$ cat config.mk
export PLATFORM = sky130hd
export DESIGN_NAME = conv_sched
export DESIGN_NICKNAME = d
export VERILOG_FILES = /design/src/rtl/conv_sched_pkg.sv /design/src/rtl/conv_sched_rdgen.sv /design/src/rtl/conv_sched.sv
export SDC_FILE = /design/constraint.sdc
export NUM_CORES = 1
export LEC_CHECK = 0
export ABC_AREA = 1
export BUFFER_PORTS_ARGS = -buffer_cell sky130_fd_sc_hd__buf_4
export CAP_MARGIN = 20
export CORE_AREA = 2 2 194 196
export DETAILED_ROUTE_END_ITERATION = 6
export DIE_AREA = 0 0 196 198
export SLEW_MARGIN = 20
export SYNTH_ARGS = -nofsm -noshare
export SYNTH_HDL_FRONTEND = slang
export SYNTH_HIERARCHICAL = 1
export SYNTH_SLANG_ARGS = --single-unit
$ cat constraint.sdc
create_clock -name clk -period 4.4 [get_ports clk]
set_input_delay 0.22 -clock clk [delete_from_list [all_inputs] [get_ports clk]]
set_output_delay 0.22 -clock clk [all_outputs]
set_load 0.01 [all_outputs]
$ cat src/rtl/conv_sched_pkg.sv
// Shared types and default widths for the convolution job sequencer.
package conv_sched_pkg;

  localparam int unsigned DEF_ADDR_W = 10;
  localparam int unsigned DEF_DATA_W = 128;
  localparam int unsigned DEF_OFM_W  = 13;
  localparam int unsigned DEF_TMO_W  = 12;

  // Job sequencing states.
  typedef enum logic [2:0] {
    ST_IDLE   = 3'd0,
    ST_CLR    = 3'd1,
    ST_RD_W   = 3'd2,
    ST_RD_IFM = 3'd3,
    ST_DRAIN  = 3'd4,
    ST_DONE   = 3'd5
  } state_e;

  // Tag carried alongside each read to pick the core strobe it feeds.
  typedef enum logic {
    TAG_W   = 1'b0,
    TAG_IFM = 1'b1
  } tag_e;

endpackage

$ cat src/rtl/conv_sched_rdgen.sv
// Read address generator plus the one-cycle tag/valid pipeline that turns
// SRAM read data into weight or IFM strobes for the core.
module conv_sched_rdgen
  import conv_sched_pkg::*;
#(
  parameter int unsigned ADDR_W = DEF_ADDR_W,
  parameter int unsigned DATA_W = DEF_DATA_W
) (
  input  logic              clk,
  input  logic              rst,
  input  logic              issue_i,
  input  tag_e              tag_i,
  input  logic [ADDR_W-1:0] base_i,
  input  logic [ADDR_W-1:0] words_i,
  output logic              last_o,
  output logic              mem_ren_o,
  output logic [ADDR_W-1:0] mem_raddr_o,
  input  logic [DATA_W-1:0] mem_rdata_i,
  output logic              weight_valid_o,
  output logic              in_valid_o,
  output logic [DATA_W-1:0] weight_o,
  output logic [DATA_W-1:0] ifm_o
);

  logic [ADDR_W-1:0] idx_q, idx_d;
  logic              vld_q;
  tag_e              tag_q;

  // Offset within the current phase; returns to zero on the last read so the
  // following phase starts at its own base with no bubble.
  always_comb begin
    // NOTE: every always_comb output gets a default first so no path can infer a latch.
    idx_d  = '0;
    last_o = issue_i && (idx_q == words_i - 1'b1);
    if (issue_i && !last_o) begin
      idx_d = idx_q + 1'b1;
    end
  end

  // Phase offset register and the read-to-data tag/valid pipeline.
  always_ff @(posedge clk) begin
    // NOTE: state updates use non-blocking assignment so every register samples pre-edge values.
    if (rst) begin
      idx_q <= '0;
      vld_q <= 1'b0;
      tag_q <= TAG_W;
    end else begin
      idx_q <= idx_d;
      vld_q <= issue_i;
      tag_q <= tag_i;
    end
  end

  assign mem_ren_o      = issue_i;
  assign mem_raddr_o    = issue_i ? base_i + idx_q : '0;
  assign weight_valid_o = vld_q && (tag_q == TAG_W);
  assign in_valid_o     = vld_q && (tag_q == TAG_IFM);
  // The SRAM returns data one cycle after the read, aligned with the strobe.
  assign weight_o       = weight_valid_o ? mem_rdata_i : '0;
  assign ifm_o          = in_valid_o ? mem_rdata_i : '0;

endmodule

$ cat src/rtl/conv_sched.sv
// Job-level sequencer for one Convolution core: clears the core, streams
// weights then IFM from the input SRAM, and collects results into the
// output SRAM, finishing on result count or a drain timeout.
module conv_sched
  import conv_sched_pkg::*;
#(
  parameter int unsigned ADDR_W = DEF_ADDR_W,
  parameter int unsigned DATA_W = DEF_DATA_W,
  parameter int unsigned OFM_W  = DEF_OFM_W,
  parameter int unsigned TMO_W  = DEF_TMO_W
) (
  input  logic              clk,
  input  logic              rst,
  input  logic              start,
  input  logic [ADDR_W-1:0] cfg_w_base,
  input  logic [ADDR_W-1:0] cfg_ifm_base,
  input  logic [ADDR_W-1:0] cfg_ofm_base,
  input  logic [ADDR_W-1:0] cfg_w_words,
  input  logic [ADDR_W-1:0] cfg_ifm_words,
  input  logic [ADDR_W-1:0] cfg_ofm_count,
  output logic              busy,
  output logic              done,
  output logic              err,
  output logic              mem_ren,
  output logic [ADDR_W-1:0] mem_raddr,
  input  logic [DATA_W-1:0] mem_rdata,
  output logic              conv_rst_n,
  output logic              conv_weight_valid,
  output logic              conv_in_valid,
  output logic [DATA_W-1:0] conv_weight,
  output logic [DATA_W-1:0] conv_ifm,
  input  logic              conv_out_valid,
  input  logic [OFM_W-1:0]  conv_ofm,
  output logic              ofm_we,
  output logic [ADDR_W-1:0] ofm_waddr,
  output logic [OFM_W-1:0]  ofm_wdata
);

  localparam logic [TMO_W-1:0] TMO_MAX = '1;

  state_e            state_q, state_d;
  logic              clr_cnt_q, clr_cnt_d;
  logic [ADDR_W-1:0] w_base_q, ifm_base_q, ofm_base_q;
  logic [ADDR_W-1:0] w_words_q, ifm_words_q, ofm_count_q;
  logic [ADDR_W-1:0] res_cnt_q, res_cnt_d;
  logic [TMO_W-1:0]  tmo_q, tmo_d;
  logic              err_q, err_d;
  logic              conv_rst_n_q;

  logic              accept, capture, cnt_hit, tmo_hit;
  logic              rd_issue, rd_last;
  tag_e              rd_tag;
  logic [ADDR_W-1:0] rd_base, rd_words;

  // Read phase selection, result capture and drain timeout arithmetic.
  always_comb begin
    accept   = (state_q == ST_IDLE) && start;
    capture  = state_q inside {ST_RD_W, ST_RD_IFM, ST_DRAIN};
    rd_issue = state_q inside {ST_RD_W, ST_RD_IFM};
    rd_tag   = (state_q == ST_RD_IFM) ? TAG_IFM : TAG_W;
    rd_base  = (state_q == ST_RD_IFM) ? ifm_base_q : w_base_q;
    rd_words = (state_q == ST_RD_IFM) ? ifm_words_q : w_words_q;

    // Results past the configured count are dropped, so the index never overruns.
    ofm_we    = capture && conv_out_valid && (res_cnt_q < ofm_count_q);
    res_cnt_d = res_cnt_q;
    if (accept) begin
      res_cnt_d = '0;
    end else if (ofm_we) begin
      res_cnt_d = res_cnt_q + 1'b1;
    end

    // Idle-cycle counter: only meaningful in DRAIN, restarted by any result.
    tmo_d = '0;
    if ((state_q == ST_DRAIN) && !conv_out_valid) begin
      tmo_d = (tmo_q == TMO_MAX) ? TMO_MAX : tmo_q + 1'b1;
    end

    cnt_hit = (res_cnt_d == ofm_count_q);
    tmo_hit = (tmo_d == TMO_MAX);
  end

  // Next-state logic; zero-length phases are skipped.
  always_comb begin
    state_d   = state_q;
    clr_cnt_d = 1'b0;
    err_d     = err_q;
    if (accept) begin
      err_d = 1'b0;
    end
    unique case (state_q)
      ST_IDLE: begin
        if (start) state_d = ST_CLR;
      end
      ST_CLR: begin
        clr_cnt_d = ~clr_cnt_q;
        if (clr_cnt_q) begin
          if (w_words_q != '0)        state_d = ST_RD_W;
          else if (ifm_words_q != '0) state_d = ST_RD_IFM;
          else                        state_d = ST_DRAIN;
        end
      end
      ST_RD_W: begin
        if (rd_last) state_d = (ifm_words_q != '0) ? ST_RD_IFM : ST_DRAIN;
      end
      ST_RD_IFM: begin
        if (rd_last) state_d = ST_DRAIN;
      end
      ST_DRAIN: begin
        if (cnt_hit) begin
          state_d = ST_DONE;
        end else if (tmo_hit) begin
          state_d = ST_DONE;
          err_d   = 1'b1;
        end
      end
      ST_DONE: state_d = ST_IDLE;
      default: state_d = ST_IDLE;
    endcase
  end

  // State, frozen job configuration and counters.
  always_ff @(posedge clk) begin
    if (rst) begin
      state_q      <= ST_IDLE;
      clr_cnt_q    <= 1'b0;
      w_base_q     <= '0;
      ifm_base_q   <= '0;
      ofm_base_q   <= '0;
      w_words_q    <= '0;
      ifm_words_q  <= '0;
      ofm_count_q  <= '0;
      res_cnt_q    <= '0;
      tmo_q        <= '0;
      err_q        <= 1'b0;
      conv_rst_n_q <= 1'b0;
    end else begin
      state_q      <= state_d;
      clr_cnt_q    <= clr_cnt_d;
      res_cnt_q    <= res_cnt_d;
      tmo_q        <= tmo_d;
      err_q        <= err_d;
      conv_rst_n_q <= (state_d != ST_CLR);
      if (accept) begin
        w_base_q    <= cfg_w_base;
        ifm_base_q  <= cfg_ifm_base;
        ofm_base_q  <= cfg_ofm_base;
        w_words_q   <= cfg_w_words;
        ifm_words_q <= cfg_ifm_words;
        ofm_count_q <= cfg_ofm_count;
      end
    end
  end

  conv_sched_rdgen #(
    .ADDR_W(ADDR_W),
    .DATA_W(DATA_W)
  ) u_rdgen (
    .clk           (clk),
    .rst           (rst),
    .issue_i       (rd_issue),
    .tag_i         (rd_tag),
    .base_i        (rd_base),
    .words_i       (rd_words),
    .last_o        (rd_last),
    .mem_ren_o     (mem_ren),
    .mem_raddr_o   (mem_raddr),
    .mem_rdata_i   (mem_rdata),
    .weight_valid_o(conv_weight_valid),
    .in_valid_o    (conv_in_valid),
    .weight_o      (conv_weight),
    .ifm_o         (conv_ifm)
  );

  assign busy       = (state_q != ST_IDLE);
  assign done       = (state_q == ST_DONE);
  assign err        = err_q;
  assign conv_rst_n = conv_rst_n_q;
  assign ofm_waddr  = ofm_base_q + res_cnt_q;
  assign ofm_wdata  = conv_ofm;

endmodule
; Yosys cells after proc, flatten, opt, wreduce, memory -nomap -nowiden
; Index checks and enable logic that the tools add are counted.
[totals]
ff_bits = 100
input_bits = 205
[op_classes]
n_reduce_logical = 18
addsub = 6
n_bitwise = 4
n_eq_ne = 10
n_lt_le_gt_ge = 1
muxes = 23
[ops]
columns = op, n
row1 = $mux 128, 2
row2 = $mux 10, 5
row3 = $eq 12x12->1 const B, 2
row4 = $mux 12, 2
row5 = $mux 3, 8
row6 = $add 10x1->10 const B, 2
row7 = $add 10x10->10, 2
row8 = $eq 10x10->1, 2
row9 = $reduce_bool 10->1, 2
row10 = $pmux 3 s5, 1
row11 = $add 12x1->12 const B, 1
row12 = $lt 10x10->1, 1
row13 = $sub 10x1->10 const B, 1
row14 = $logic_and 1x1->1, 8
row15 = $eq 3x2->1 const B, 2
row16 = $eq 3x3->1 const B, 2
row17 = $reduce_bool 3->1, 2
row18 = $mux 1, 5
row19 = $not 1->1, 4
row20 = $reduce_or 2->1, 2
row21 = $eq 3x1->1 const B, 1
row22 = $logic_not 3->1, 1
row23 = $ne 3x1->1 const B, 1
row24 = $logic_not 1->1, 2
row25 = $reduce_bool 2->1, 1

; Logic depth before layout (Yosys ltp)
[logic_depth]
word_depth = 10
depth_mapped = 25
depth_no_buf = 24

; Modules after synthesis
; The synthesis kept the hierarchy.
[by_module_without_submodules]
columns = mod, instances, area_each_um2, cells_each, seq_area_each_um2
row1 = conv_sched, 1, 4785.8, 691, 1761.7
row2 = conv_sched_rdgen, 1, 2856.5, 623, 240.2

; Worst setup path after synthesis
; Ideal clock, no wire load.
[synth_path]
kind = reg-to-reg
startpoint = register state_q[2]
endpoint = register conv_rst_n_q (netlist: conv_rst_n)
arrival_ns = 3.108
required_ns = 4.291
period_less_slack_ns = 3.218
stages_incl_launch_ff = 26
path_slack_ns = 1.182
path_buffers = 1
cell_sequence = dfxtp_1 inv_2 nand2_2 nor2_1 clkbuf_1 nand2_1 o21ai_0 inv_1 ha_1 inv_1 nand2_1 nand2_1 nor2_1 nand2_1 nor2_1 nand2_1 nor2_2 nand3_2 nor2_1 inv_1 o21ai_0 nand3_1 a21oi_1 nand3_1 nand2_1 inv_1
[synth_between]
elab_cells_between_ends = 28
cone_classes = 1 x add/sub / 8 x eq/ne / 11 x mux / 8 x reduce/logical
[synth_rtl]
columns = element, line_no
row1 = start: declaration, conv_sched.sv:41  ; state_e state_q, state_d;
row2 = start signal: assignment, conv_sched.sv:138  ; state_q <= state_d;
row3 = $eq 3x2->1 *, conv_sched.sv:62  ; rd_words = (state_q == ST_RD_IFM) ? ifm_words_q : w_words_q;
row4 = $mux 10 *, conv_sched.sv:62
row5 = via rd_words[0], conv_sched.sv:53  ; logic [ADDR_W-1:0] rd_base, rd_words;
row6 = $sub 10x1->10 *, conv_sched_rdgen.sv:34  ; last_o = issue_i && (idx_q == words_i - 1'b1);
row7 = $eq 10x10->1 *, conv_sched_rdgen.sv:34
row8 = $logic_and 1x1->1 *, conv_sched_rdgen.sv:34
row9 = via rd_last, conv_sched.sv:51  ; logic rd_issue, rd_last;
row10 = "$mux 3, on equally long branches", "conv_sched.sv:107, conv_sched.sv:104"
row11 = $pmux 3 s5 *, conv_sched.sv:91  ; unique case (state_q)
row12 = $ne 3x1->1 *, conv_sched.sv:143  ; conv_rst_n_q <= (state_d != ST_CLR);
row13 = end signal: assignment, conv_sched.sv:143
row14 = end: declaration, conv_sched.sv:48  ; logic conv_rst_n_q;
; The timed path passes the listed nets; every way through them passes the cells marked *.
; A chain may end at the register's enable or synchronous reset.

; Final worst setup path
[layout_path]
startpoint = register state_q[2]
endpoint = output port mem_raddr[8]
[layout_between]
elab_chain_cells = 4
elab_cells_between_ends = 6
cone_classes = 1 x add/sub / 2 x eq/ne / 2 x mux / 1 x reduce/logical
[layout_rtl]
columns = element, line_no
row1 = $eq 3x2->1, conv_sched.sv:61  ; rd_base = (state_q == ST_RD_IFM) ? ifm_base_q : w_base_q;
row2 = $mux 10, conv_sched.sv:61
row3 = via rd_base[0], conv_sched.sv:53
row4 = $add 10x10->10, conv_sched_rdgen.sv:55  ; assign mem_raddr_o = issue_i ? base_i + idx_q : '0;
row5 = $mux 10, conv_sched_rdgen.sv:55
row6 = end: declaration, conv_sched.sv:25  ; output logic [ADDR_W-1:0] mem_raddr,
; The timed path passes the listed nets, and every way through them passes these cells.

==> metrics.md <==
| Metric | Value |
|---|---|
| P_int | `about 1.7 mW` |
| Initial antenna violation count | `3` |
| Hold endpoint | `ofm_base_q[8]` |
| Max-slew violation count | `0` |
| # setup viols final | `0` |
| Hold Path Stages | `3` |
| Main synth FF type | `dfxtp_1` |
| Rel. slew slack | `0.390` |
| Fin Setup TNS | `0 ns` |
| Port bufs | `~480` |
| WL/cell | `slightly below 20 um` |
| CP Max Fanout | `32` |
| Syn avg cell area | `slightly below 6 um2` |
| Clock network fraction of total power | `0.330` |
| Fmax | `about 280 MHz` |
| Combinational share of power | `0.260` |
| Fin crit period | `around 3.6 ns` |
| ANT cells | `0` |
| Total congestion overflow | `0` |
| CTS Buffer Depth | `2` |
| Cts bufs inserted | `9` |
| Post-synthesis cell type count | `between 40 and 50` |
| Routed WL | `43.8 mm` |
| P_leak | `roughly 6.5 nW` |
| Clock transition at path regs | `approximately 0.070 ns` |
| Antenna Nets Post-Route | `0` |
| CTS Root Cell | `clkbuf_16` |
| Worst r2r dst | `conv_rst_n` |
| Die X | `slightly below 200 um` |
| Hold Path Class | `in2reg` |
| Post-layout util | `0.320` |
| Post-CTS Setup Repair Bufs | `0` |
| CP Data Required Time | `~4.2 ns` |
| Worst skew pair latency | `~0.35 ns` |
| Post-synthesis async set-or-reset flop share | `0` |
| Vias per cell | `approximately 4.4` |
| Flop2flop setup slack | `0.86 ns` |
| Nets | `just under 2000` |
| Maximum vdd drop | `around 150 uV` |
| FF-to-FF path depth | `24` |
| Number of global-route vias before repair | `roughly 9000` |
| Register area | `approximately 2000 um2` |
| First DRT Iteration DRCs | `740` |
| Initial core utilization | `0.207` |
| TritonCTS clock tree | `yes` |
| H-tree depth | `3` |
| Setup CP Type | `reg2out` |
| Drt pass-1 iters | `5` |
| Area occupied by multi-input gates | `approximately 4300 um2` |
| Synth Instances | `1314` |
| PwrDens | `~200 nW/um2` |
| Layout area overhead | `54.9%` |
| Clock sink total | `100` |
| Post-Syn Area | `7640 um2` |
| RSZ-0062 raised after global routing | `no` |
| Crit path DAT | `roughly 3.4 ns` |
| Final routed DRC violation total | `0` |
| Outcome | `finished, final reports clean` |
| Final hold vios | `0` |
| Overall Global Routing Usage | `0.213` |
| Endpoint class of the critical path | `primary output` |
| Filler Cell Count | `a little over 4000` |
| I/O pins | `around 500` |
| Layout cells sized above 1 | `0.301` |
| Number of cell rows | `between 70 and 80` |
| Worst r2r src | `state_q[2]` |
| Largest net degree at the start of global routing | `a little under 90` |
| HPWL Detailed | `around 38 mm` |
| Nature of the critical path startpoint | `flop` |
| Slew @ Worst Pin | `0.915 ns` |
| Core area | `about 37000 um2` |
| Clock Skews | `between 0.01 and 0.015 ns` |
| Synth warnings | `6` |
| Switching part of the total | `0.314` |
| CTS resizes | `0` |
| Cells after DPL | `approximately 2200` |
| First-pass GRT wire length | `59.9 mm` |
| DR vias | `around 9700` |
| Flop and latch count out of synthesis | `100` |
| Part of the power in registers | `0.411` |
| Die area | `around 39000 um2` |
| Max_cap viols | `0` |
| RePlAce Congestion | `approximately 0.94` |
| Synthesized Nets | `between 1500 and 2000` |
| Sequential-to-total area share from yosys stat | `0.262` |
| Die height | `around 200 um` |
| Net Sw Power | `0.761 mW` |
| Fin crit share | `0.816` |
| Non-Filler Instances | `2215` |
| Hold Buf Count CTS | `0` |
| Hold path start | `cfg_ofm_base[8]` |
| Number of synthesized flops with an enable pin | `0` |
placed cells by master (no fill, tap or decap), types with 2 or more instances in the layout:
cell | netlist | final
nor3_1 | 8 | 8
a21oi_1 | 87 | 87
nand3b_1 | 3 | 3
xor2_1 | 25 | 25
nand2_1 | 173 | 172
clkinv_2 | 1 | 2
fa_1 | 2 | 2
ha_1 | 31 | 31
nand4_1 | 15 | 15
buf_4 | 14 | 481
o21ai_0 | 94 | 94
xnor2_1 | 12 | 12
nand4_2 | 2 | 2
nor2_1 | 344 | 343
inv_1 | 262 | 261
nor4_1 | 2 | 2
nor2_4 | 3 | 3
inv_2 | 3 | 3
nand2_4 | 1 | 2
nor2_2 | 5 | 6
nand2_2 | 3 | 3
dfxtp_1 | 100 | 100
nand3_1 | 51 | 50
nand3_2 | 4 | 4
clkbuf_1 | 48 | 2
clkbuf_16 | 0 | 9
flip-flops by register name (all words and copies together) (netlist names):
signal / cells
u_rdgen/vld_q: 1
state_q: 3
ifm_words_q: 10
tmo_q: 12
w_words_q: 10
ofm_count_q: 10
conv_rst_n: 1
ifm_base_q: 10
clr_cnt_q: 1
u_rdgen/idx_q: 10
err: 1
w_base_q: 10
res_cnt_q: 10
ofm_base_q: 10
u_rdgen/tag_q: 1
power groups by stage:
stage	sequential, mW	combinational (mW)	clock [mW]
finish	0.996	0.630	0.800
global route	1.00	0.699	0.856
CTS	0.997	0.628	0.822
detailed placement	1.02	0.625	0
global placement	1.02	0.623	0
floorplan	1.01	0.340	0
cells by family after synthesis:
group / count (synthesis) / synth area share
fa+ha+maj: 33 / 0.0560
buf+inv: 337 / 0.174
simple gates: 616 / 0.334
compound gates: 190 / 0.129
xor+xnor: 38 / 0.0454
flops: 100 / 0.262
layer usage:
layer  wire length [um]  up-vias  track usage
met5                 27        -            0
met4                502        4       0.0373
met2              20100      388        0.346
met1              18200     4426        0.272
li1                   -     4813            -
met3               4940       29       0.0806
metrics by stage:
step,hold slack (ns),power [mW],instance area [um2],setup slack [ns]
2_1_floorplan,0.292,1.35,7640,1.18
3_5_place_dp,0.437,1.64,11500,0.892
3_3_place_gp,0.437,1.64,11500,1.01
5_1_grt,0.163,2.56,11800,0.373
4_1_cts,0.139,2.45,11800,0.812
6_report,0.145,2.43,11800,0.808
cell type report:
type                       count  area share
clock inverter                 5     0.00507
multi-input combinational    877       0.366
inverter                     267      0.0850
tap                          474      0.0501
sequential                   100       0.169
clock buffer                  11      0.0197
timing repair buffer         481       0.305
critical path, stage by stage (launching register included):
cell	delay, ns
dfxtp_1	0.38
inv_2	0.13
nand2_2	0.12
nor2_2	0.33
buf_4	0.37
nand2_1	0.08
o21ai_0	0.10
ha_1	0.22
inv_1	0.07
fa_1	0.40
nor2_1	0.11
o21ai_0	0.08
nand2_1	0.11
nand4_1	0.11
nand3_1	0.10
nand2_1	0.05
nor2_1	0.12
buf_4	0.13
Yosys cell counts, types with 12 or more instances:
| cell | number | area share |
|---|---|---|
| a21oi_1 | 87 | 0.057 |
| buf_4 | 14 | 0.014 |
| clkbuf_1 | 48 | 0.024 |
| dfxtp_1 | 100 | 0.26 |
| ha_1 | 31 | 0.051 |
| inv_1 | 262 | 0.13 |
| nand2_1 | 173 | 0.085 |
| nand3_1 | 51 | 0.033 |
| nand4_1 | 15 | 0.012 |
| nor2_1 | 344 | 0.17 |
| o21ai_0 | 94 | 0.062 |
| xnor2_1 | 12 | 0.014 |
| xor2_1 | 25 | 0.029 |
how the worst max path moves through the flow:
stage | startpoint | to | slack [ns]
after floorplan | state_q[2] | conv_rst_n | 1.18
after global placement | state_q[2] | conv_rst_n | 1.01
after detailed placement | state_q[2] | conv_rst_n | 0.89
after CTS | state_q[2] | mem_raddr[8] | 0.81
after global routing | state_q[2] | mem_raddr[8] | 0.37
final | state_q[2] | mem_raddr[8] | 0.81
(Power assumes the default switching activity.)
